==> src/rtl/types_pkg.sv <==
// Shared types for the issue stage: decoded op format, issue bus and the
// opcode-to-functional-unit mapping.
package types;

  localparam int FU_CNT  = 3;
  localparam int REG_CNT = 32;

  localparam logic [6:0] OPC_OP     = 7'b0110011;
  localparam logic [6:0] OPC_OP_IMM = 7'b0010011;
  localparam logic [6:0] OPC_BRANCH = 7'b1100011;
  localparam logic [6:0] OPC_LOAD   = 7'b0000011;
  localparam logic [6:0] OPC_STORE  = 7'b0100011;

  typedef enum logic [1:0] {
    FU_ALU = 2'd0,
    FU_BU  = 2'd1,
    FU_LSU = 2'd2
  } e_functional_unit;

  typedef struct packed {
    logic [6:0]  opcode;
    logic [4:0]  rd;
    logic [4:0]  rs1;
    logic [4:0]  rs2;
    logic        has_rd;
    logic        has_rs1;
    logic        has_rs2;
    logic [31:0] imm;
  } operation_specification;

  typedef struct packed {
    logic                   valid;
    e_functional_unit       rs_id;
    operation_specification op;
  } issue_bus;

  // Unknown opcodes fall through to the ALU so the queue never wedges.
  function automatic e_functional_unit opcode_to_fu(input bit [6:0] opcode);
    case (opcode)
      OPC_BRANCH:          return FU_BU;
      OPC_LOAD, OPC_STORE: return FU_LSU;
      default:             return FU_ALU;
    endcase
  endfunction

endpackage

==> src/rtl/issue_fifo.sv <==
// Synchronous FIFO of decoded ops with a combinational head view so the
// head can be evaluated in the cycle after it is written.
module issue_fifo
  import types::*;
#(
  parameter int DEPTH = 4,
  localparam int AW = $clog2(DEPTH),
  localparam int CW = AW + 1
) (
  input  logic                   clk,
  input  logic                   rst_n,
  input  logic                   flush,
  input  logic                   wr_en,
  input  operation_specification wr_data,
  input  logic                   rd_en,
  output operation_specification rd_data,
  output logic                   full,
  output logic                   empty,
  output logic [CW-1:0]          count
);

  operation_specification mem [DEPTH];

  logic [AW-1:0] wr_ptr_q, wr_ptr_d;
  logic [AW-1:0] rd_ptr_q, rd_ptr_d;
  logic [CW-1:0] count_q, count_d;
  logic          wr_fire, rd_fire;

  assign full    = (count_q == CW'(DEPTH));
  assign empty   = (count_q == '0);
  assign count   = count_q;
  assign rd_data = mem[rd_ptr_q];

  // Flush wins over both ports; the pointers wrap naturally at DEPTH.
  assign wr_fire = wr_en && !full && !flush;
  assign rd_fire = rd_en && !empty && !flush;

  always_comb begin
    wr_ptr_d = wr_ptr_q;
    rd_ptr_d = rd_ptr_q;
    count_d  = count_q;
    if (flush) begin
      wr_ptr_d = '0;
      rd_ptr_d = '0;
      count_d  = '0;
    end else begin
      if (wr_fire) wr_ptr_d = wr_ptr_q + AW'(1);
      if (rd_fire) rd_ptr_d = rd_ptr_q + AW'(1);
      count_d = count_q + CW'(wr_fire) - CW'(rd_fire);
    end
  end

  always_ff @(posedge clk or negedge rst_n) begin
    if (!rst_n) begin
      wr_ptr_q <= '0;
      rd_ptr_q <= '0;
      count_q  <= '0;
    end else begin
      wr_ptr_q <= wr_ptr_d;
      rd_ptr_q <= rd_ptr_d;
      count_q  <= count_d;
    end
  end

  always_ff @(posedge clk) begin
    if (wr_fire) mem[wr_ptr_q] <= wr_data;
  end

endmodule

==> src/rtl/issue_unit.sv <==
// In-order issue stage: op queue, pending-destination scoreboard, hazard
// checks and a registered issue bus towards the reservation stations.
module issue_unit
  import types::*;
#(
  parameter int DEPTH   = 4,
  parameter int REG_CNT = types::REG_CNT,
  parameter int RS_CNT  = types::FU_CNT
) (
  input  logic                     clk,
  input  logic                     rst_n,
  input  logic                     dec_valid,
  output logic                     dec_ready,
  input  operation_specification   dec_op,
  input  logic [RS_CNT-1:0]        rs_busy,
  input  logic                     wb_valid,
  input  logic [4:0]               wb_rd,
  input  logic                     flush,
  output issue_bus                 issue,
  output logic [$clog2(DEPTH):0]   queue_count
);

  operation_specification head_op;
  logic                   fifo_full, fifo_empty;
  logic                   can_issue;
  logic                   src_ok, waw_ok;
  e_functional_unit       head_fu;

  logic [REG_CNT-1:0] scoreboard_q, scoreboard_d;
  issue_bus           issue_q, issue_d;

  issue_fifo #(.DEPTH(DEPTH)) u_fifo (
    .clk     (clk),
    .rst_n   (rst_n),
    .flush   (flush),
    .wr_en   (dec_valid),
    .wr_data (dec_op),
    .rd_en   (can_issue),
    .rd_data (head_op),
    .full    (fifo_full),
    .empty   (fifo_empty),
    .count   (queue_count)
  );

  assign dec_ready = !fifo_full;
  assign issue     = issue_q;
  assign head_fu   = opcode_to_fu(head_op.opcode);

  // A register is usable if it is x0, not pending, or written back this cycle.
  function automatic logic reg_free(input logic [4:0] r,
                                    input logic [REG_CNT-1:0] sb,
                                    input logic wbv,
                                    input logic [4:0] wbr);
    return (r == 5'd0) || !sb[r] || (wbv && (wbr == r));
  endfunction

  always_comb begin
    src_ok = (!head_op.has_rs1 || reg_free(head_op.rs1, scoreboard_q, wb_valid, wb_rd)) &&
             (!head_op.has_rs2 || reg_free(head_op.rs2, scoreboard_q, wb_valid, wb_rd));
    waw_ok = !head_op.has_rd || reg_free(head_op.rd, scoreboard_q, wb_valid, wb_rd);
    can_issue = !fifo_empty && src_ok && waw_ok && !rs_busy[head_fu] && !flush;
  end

  // Set after clear so a new producer of the same register wins.
  always_comb begin
    scoreboard_d = scoreboard_q;
    if (flush) begin
      scoreboard_d = '0;
    end else begin
      if (wb_valid && (wb_rd != 5'd0)) scoreboard_d[wb_rd] = 1'b0;
      if (can_issue && head_op.has_rd && (head_op.rd != 5'd0)) scoreboard_d[head_op.rd] = 1'b1;
    end
    scoreboard_d[0] = 1'b0;
  end

  always_comb begin
    issue_d       = issue_q;
    issue_d.valid = 1'b0;
    if (can_issue) begin
      issue_d.valid = 1'b1;
      issue_d.rs_id = head_fu;
      issue_d.op    = head_op;
    end
  end

  always_ff @(posedge clk or negedge rst_n) begin
    if (!rst_n) begin
      scoreboard_q <= '0;
      issue_q      <= '0;
    end else begin
      scoreboard_q <= scoreboard_d;
      issue_q      <= issue_d;
    end
  end

endmodule

==> config.mk <==
export PLATFORM = sky130hd
export DESIGN_NAME = issue_unit
export DESIGN_NICKNAME = d
export VERILOG_FILES = /design/src/rtl/types_pkg.sv /design/src/rtl/issue_fifo.sv /design/src/rtl/issue_unit.sv
export SDC_FILE = /design/constraint.sdc
export NUM_CORES = 1
export LEC_CHECK = 0
export ABC_AREA = 1
export CORE_MARGIN = 4
export CORE_UTILIZATION = 58
export DETAILED_ROUTE_END_ITERATION = 12
export PLACE_DENSITY = 0.78
export SETUP_SLACK_MARGIN = 0.4
export SLEW_MARGIN = 40
export SYNTH_ARGS = -nofsm -noshare
export SYNTH_HDL_FRONTEND = slang
export SYNTH_SLANG_ARGS = --single-unit
export TNS_END_PERCENT = 5
==> constraint.sdc <==
create_clock -name clk -period 4.9 [get_ports clk]
set_input_delay 0.98 -clock clk [delete_from_list [all_inputs] [get_ports clk]]
set_output_delay 0.98 -clock clk [all_outputs]
set_load 0.02 [all_outputs]
### Yosys cells after proc, flatten, opt, wreduce, memory -nomap -nowiden

Memories as Yosys holds them, arrays and structs flattened.
Cells that the tools add are included.

| storage, ports and cells | value |
|---|---|
| flip-flop bits (word level) | 98 |
| memory bits (writable) | 228 |
| bits of input ports | 70 |
| memories kept | 1 |

| cells by class | value |
|---|---|
| $add $sub $neg | 4 |
| $lt $le $gt $ge | 7 |
| equal/unequal tests | 7 |
| mux-type cells | 25 |
| bitwise logic cells | 3 |
| reduce and logical (&&, ||, !) cells | 45 |

Memories:

| name | depth | width | rd ports | clocked after Yosys merged registers in | write ports | RTL line | source |
|---|---|---|---|---|---|---|---|
| u_fifo.mem | 4 | 57 | 1 | 0 | 1 | issue_fifo.sv:22 | `operation_specification mem [DEPTH];` |

Operators with widths:

| operator | count |
|---|---|
| two-way mux 32 bit | 4 |
| two-way mux 60 bit | 1 |
| bitwise AND 32 bit | 1 |
| inverter 32 bit | 1 |
| bitwise OR 32 bit | 1 |
| less-than comparator 5 x 6 -> 1 bit (second input constant) | 4 |
| logical AND 1 bit | 17 |
| binary-select mux 1 bit (select 5 bit) | 3 |
| equality test 5 bit | 3 |
| zero test 5 bit | 3 |
| demux 1 bit (select 5 bit) | 2 |
| greater-or-equal comparator 5 x 1 -> 1 bit (second input constant) | 2 |
| zero test 1 bit | 10 |
| nonzero test 5 bit | 2 |
| logical OR 1 bit | 9 |
| two-way mux 1 bit | 8 |
| two-way mux 2 bit | 4 |
| equality test 7 x 2 -> 1 bit (second input constant) | 1 |
| equality test 7 x 6 -> 1 bit (second input constant) | 1 |
| equality test 7 bit (second input constant) | 1 |
| adder 2 x 1 -> 2 bit (second input constant) | 2 |
| case mux 2 bit (2 select lines) | 1 |
| nonzero test 2 bit | 2 |
| adder 3 x 1 -> 3 bit | 1 |
| 7 further kinds | 7 |

### Longest topological paths before layout

An unclocked memory read counts as a cell.

| depth | value |
|---|---|
| depth after elaboration | 16 |
| gate-level depth with buffers | 26 |
| depth with buffers taken out | 24 |

### Hierarchy

From an unflattened synthesis, not the netlist that was laid out.

| second synthesis, totals | value |
|---|---|
| cells, all modules | 1471 |
| area total of the unflattened synthesis | 14463.9 µm² |

Modules (own cells, without submodules):

| module | times used | cells an instance | area an instance (µm²) | sequential area each (µm²) |
|---|---|---|---|---|
| issue_fifo | 1 | 614 | 8914.8 | 7021.7 |
| issue_unit | 1 | 857 | 5549.1 | 2277.2 |

### Worst setup path after synthesis

No wires, ideal clock.

| path | value |
|---|---|
| path kind | input -> register |
| start | input flush |
| end | memory u_fifo.mem[0][0] (netlist name) (enable) |
| library setup time | 472 ps |
| data arrival time | 3860 ps |
| data required time | 4428 ps |
| slack | 568 ps |
| stages on the path | 4 |
| path through | clkbuf_1 nor2_1 inv_1 nor2_1 |

| on the way | value |
|---|---|
| cells in the longest elaborated chain, start to end | 4 |

Ends and longest elaborated chain:

| item | RTL line | source |
|---|---|---|
| from (decl) | issue_unit.sv:18 | `input logic flush,` |
| zero test 1 bit | issue_fifo.sv:35 | `assign wr_fire = wr_en && !full && !flush;` |
| logical AND 1 bit | issue_fifo.sv:35 |  |
| two-way mux 1 bit | issue_fifo.sv:66 | `if (wr_fire) mem[wr_ptr_q] <= wr_data;` |
| two-way mux 1 bit (implied by the code) | issue_fifo.sv:66 |  |
| to (decl) | issue_fifo.sv:22 |  |

No other way between the ends.

### Worst setup path after layout

| path | value |
|---|---|
| start | register u_fifo.rd_ptr_q[0] |
| end | register u_fifo.count_q[2], in the netlist u_fifo.count[2] |

| on the way | value |
|---|---|
| cells in the longest elaborated chain, start to end | 16 |
| elaborated cells on any way between the ends | 48 |
| classes of those cells | add/sub (1); eq/ne (6); mux (10); reduce/logical (30); memory (1) |

Ends and longest elaborated chain:

| item | RTL line | source |
|---|---|---|
| from (decl) | issue_fifo.sv:25 | `logic [AW-1:0] rd_ptr_q, rd_ptr_d;` |
| from (signal assigned) | issue_fifo.sv:60 | `rd_ptr_q <= rd_ptr_d;` |
| memory read (4 x 57 bit) (*) | -- |  |
| binary-select mux 1 bit (select 5 bit) | issue_unit.sv:54 | `return (r == 5'd0) \|\| !sb[r] \|\| (wbv && (wbr == r));` |
| two-way mux 1 bit (implied by the code) | issue_unit.sv:54 |  |
| zero test 1 bit | issue_unit.sv:54 |  |
| logical OR 1 bit (2 in a row) | issue_unit.sv:54 |  |
| logical OR 1 bit (on tied branches) | issue_unit.sv:58, issue_unit.sv:59 |  |
| logical AND 1 bit | issue_unit.sv:58 | `src_ok = (!head_op.has_rs1 \|\| reg_free(head_op.rs1, scoreboard_q, wb_valid, wb_rd)) &&` |
| logical AND 1 bit (2 in a row) | issue_unit.sv:61 | `can_issue = !fifo_empty && src_ok && waw_ok && !rs_busy[head_fu] && !flush;` |
| logical AND 1 bit (*) (2 in a row) | issue_unit.sv:61 |  |
| logical AND 1 bit (*) (2 in a row) | issue_fifo.sv:36 | `assign rd_fire = rd_en && !empty && !flush;` |
| subtractor 3 x 1 -> 3 bit (*) | issue_fifo.sv:49 | `count_d = count_q + CW'(wr_fire) - CW'(rd_fire);` |
| two-way mux 3 bit (*) | issue_fifo.sv:42 | `if (flush) begin` |
| named net u_fifo.count_d[2] | issue_fifo.sv:26 | `logic [CW-1:0] count_q, count_d;` |
| to (signal assigned) | issue_fifo.sv:61 | `count_q <= count_d;` |
| to (decl) | issue_fifo.sv:26 |  |

The timed path passes the listed nets; every way through them passes the cells marked *. The select of a mux whose other input is x is not followed.
A chain may end at the register's enable or synchronous reset.

==> flow_summary.ini <==
[timing]
finClkSkew_ns = 0.0176
maxSlewHeadroom_pct = 51.5
timing.fmax_mhz = 239
min_period_over_period_pct = 85.3
rsz0062_at_grt = false
hold_violations = 0
fin_setup_tns_ns = 0
drv_slew = 0
worstMarginPinSlew_ns = 0.725
setup-violations-final = 0
period_needed_ns = 4.18

[global_route]
grt_use_total_pct = 26.8
grt_max_degree = 69
overflow = 0
antenna_found_initial = 1
grt_pass1_wl_um = 60300
grt_pass1_vias = 11365

[drt]
post_drt_wl_per_cell_um = 18.9
drt_iter0_drc = 1207
wirelength_um = 37800
ant_nets = 0
dr_total_vias = 11471
route.detailed.drc = 0
viasPerCell = 5.72
first_pass_iters = 5

[die]
die_w_um = 167
start_util_pct = 58.7
rows = 58
die_h_um = 167
dieArea_um2 = 28000
ioPinCount = 134
coreArea_um2 = 25100

[synthesis]
yosysSeqAreaShare_pct = 63.1
yosys_warnings = 0
synth_nets = 1606
netlist_instances = 1529
syn_area_um2 = 14700
synth-seq-cells = 326
syn_area_per_cell_um2 = 9.64
synth_cell_types = 34

[clock_tree]
cts_num_sinks = 326
root_buffer = clkbuf_16
worstSkewPairLatency_ns = 0.51
cts-buffers-inserted = 35
clockBufferDepth = 3
cts_tree = built
htree_levels = 2
clkTransAtPathRegs_ns = 0.06

[setup_path]
cp_max_fo = 38
cp-end-kind = register
r2r_cells = 23
required_ns = 5.33
crit_type = reg -> reg
worst_setup_path_start_kind = register
critPathArrivalTime_ns = 4.61

[hold_path]
holdCritPathClass = in -> async

[layout]
area_growth_pct = 18.5
drive_above_1_share_pct = 6.69
fillCellCount = 1913
nNetsFinal = 1726

[power]
irDropWorstVdd_mv = 0.406
p_leak_nw = 7.09
cellPowerDensity_nw_per_um2 = 528
switching_power_mw = 3.31
combPwrFrac_pct = 34.1
sw_frac_of_total_pct = 35.8
p_int_mw = 5.93
seqPwrFrac_pct = 38.4
power_mw = 9.23
clock_power_share_pct = 27.5

[placed_design]
placement.io_buffers = 133
hpwlAfterDp_um = 24000
gp_congestion = 0.935

[outcome]
status = complete, no violations

[run]
max_cap_viol_count = 0
[layout by cell type (no fill, tap or decap), types with 2 or more instances in the layout]
master and count:
a21boi_0 2, a21oi_1 36, a31oi_1 23, buf_4 36, bufinv_16 2, clkbuf_1 12
clkbuf_16 35, clkbuf_8 5, clkdlybuf4s50_1 132, clkinv_1 5, clkinv_2 3, dfrtp_1 96
edfxtp_1 228, ha_1 6, inv_1 89, inv_2 3, nand2_1 457, nand2_2 4
nand3_1 122, nand3_2 3, nand4_1 33, nor2_1 140, nor2_2 5, nor2_4 5
nor3_1 12, o211ai_1 3, o21a_1 6, o21ai_0 104, o21ai_1 14, o22ai_1 35
xor2_1 5
[logic make-up after synthesis]
| logic type | synth area share [%] |
|---|---|
| AOI/OAI and AO/OA | 8.37 |
| adders and majority gates | 0.645 |
| DFF | 63.1 |
| and+or+nand+nor | 21.9 |
| buffers and inverters | 5.64 |
| xor gates and xnor gates | 0.356 |
[power groups by stage]
stage	clock, mW	sequential [mW]	combinational [mW]
finish	2.54	3.54	3.15
global route	2.70	3.58	3.46
CTS	2.58	3.54	3.14
detailed placement	0	3.59	3.12
global placement	0	3.58	3.05
floorplan	0	3.81	1.77
[synth_stat cells]
cell / n / area (µm²)
fa_1: 1 / 20.0
o21a_1: 6 / 45.0
ha_1: 6 / 75.1
nand3_1: 123 / 616
xor2_1: 5 / 43.8
o21ai_0: 104 / 521
inv_1: 89 / 334
nor2_1: 144 / 541
edfxtp_1: 228 / 6850
nand2_2: 5 / 31.3
nor2_2: 5 / 31.3
buf_1: 1 / 3.75
nor3_1: 12 / 60.1
inv_4: 1 / 6.26
buf_4: 9 / 67.6
nand2_1: 457 / 1720
nor2_4: 1 / 11.3
a21oi_1: 36 / 180
nand4_1: 33 / 206
o21ai_1: 14 / 70.1
clkinv_1: 3 / 11.3
nand3_2: 2 / 20.0
xnor2_1: 1 / 8.76
a21oi_2: 1 / 8.76
buf_2: 32 / 160
dfrtp_1: 98 / 2450
o22a_1: 1 / 8.76
clkbuf_1: 36 / 135
o211ai_1: 3 / 22.5
buf_6: 9 / 101
a21boi_0: 2 / 15.0
inv_2: 3 / 11.3
o22ai_1: 35 / 219
a31oi_1: 23 / 144
[repair_timing]
item                                    CTS  global route
buffers inserted                          0             0
endpoints found under the setup margin    0             2
hold buffers                              0             0
resized for setup                         0             1
hold endpoints to repair                  0             0
[critical path: stages, from the launching register on]
cell and delay, ns:
dfrtp_4 0.63, inv_4 0.36, nand2_1 0.13, nand2_1 0.08, nand2_1 0.04, nand2_1 0.44, buf_4 0.32, nor2_1 0.06
nor2_1 0.12, nand3_1 0.14, nand2_1 0.14, nor2_1 0.06, nand3_1 0.06, nand2_1 0.10, nor2_4 0.16, nand2_4 0.06
inv_2 0.05, ha_1 0.21, inv_1 0.05, ha_1 0.14, inv_1 0.05, fa_1 0.37, xor2_1 0.17, nor2_1 0.11
[per-stage QoR]
stage	instances	hold WS, ns	setup WS [ns]	util (%)	area, µm²
after global routing	2006	0.495	0.421	69.6	17500
after detailed placement	1942	0.464	0.727	65.1	16400
final	2006	0.440	0.722	69.6	17500
after CTS	2005	0.480	0.707	69.6	17500
after global placement	1941	0.464	0.712	65.0	16300
after floorplan	1529	0.541	0.568	-	14700
[per-layer routing]
metal | vias up | track usage (%) | part of all wire, %
li1 | 5429 | - | -
met1 | 5456 | 35.8 | 41
met2 | 506 | 44.6 | 49
met3 | 80 | 5.00 | 8.0
met4 | 0 | 9.00 | 2.8
met5 | - | 0 | 0
[flip-flops by register name (all words and copies together), names as in the netlist]
register / flops
u_fifo.wr_ptr_q: 2
issue: 60
u_fifo.count: 3
u_fifo.rd_ptr_q: 2
u_fifo.mem: 228
scoreboard_q: 31
[area by class of cell]
type	count	area [µm²]	share of cell area, %
well taps	330	413	2.36
repair buffers	170	1620	9.29
flip-flops and latches	326	9300	53.2
multi-input cells	1020	4650	26.6
clock buffers	52	990	5.66
inverters	96	363	2.08
diodes	1	2.50	0.0143
clock inverters	11	128	0.730
[final timing paths]
kind                                     from  slack, ns         endpoint
min in group clk                    issue[28]       0.48        issue[28]
setup / recovery           u_fifo.rd_ptr_q[0]       0.72  u_fifo.count[2]
max in group asynchronous               rst_n       3.59        issue[46]
hold reg to reg                     issue[28]       0.48        issue[28]
setup reg to reg           u_fifo.rd_ptr_q[0]       0.72  u_fifo.count[2]
hold / removal                          rst_n       0.44        issue[34]
No activity file was read; power rests on OpenSTA's default activity.
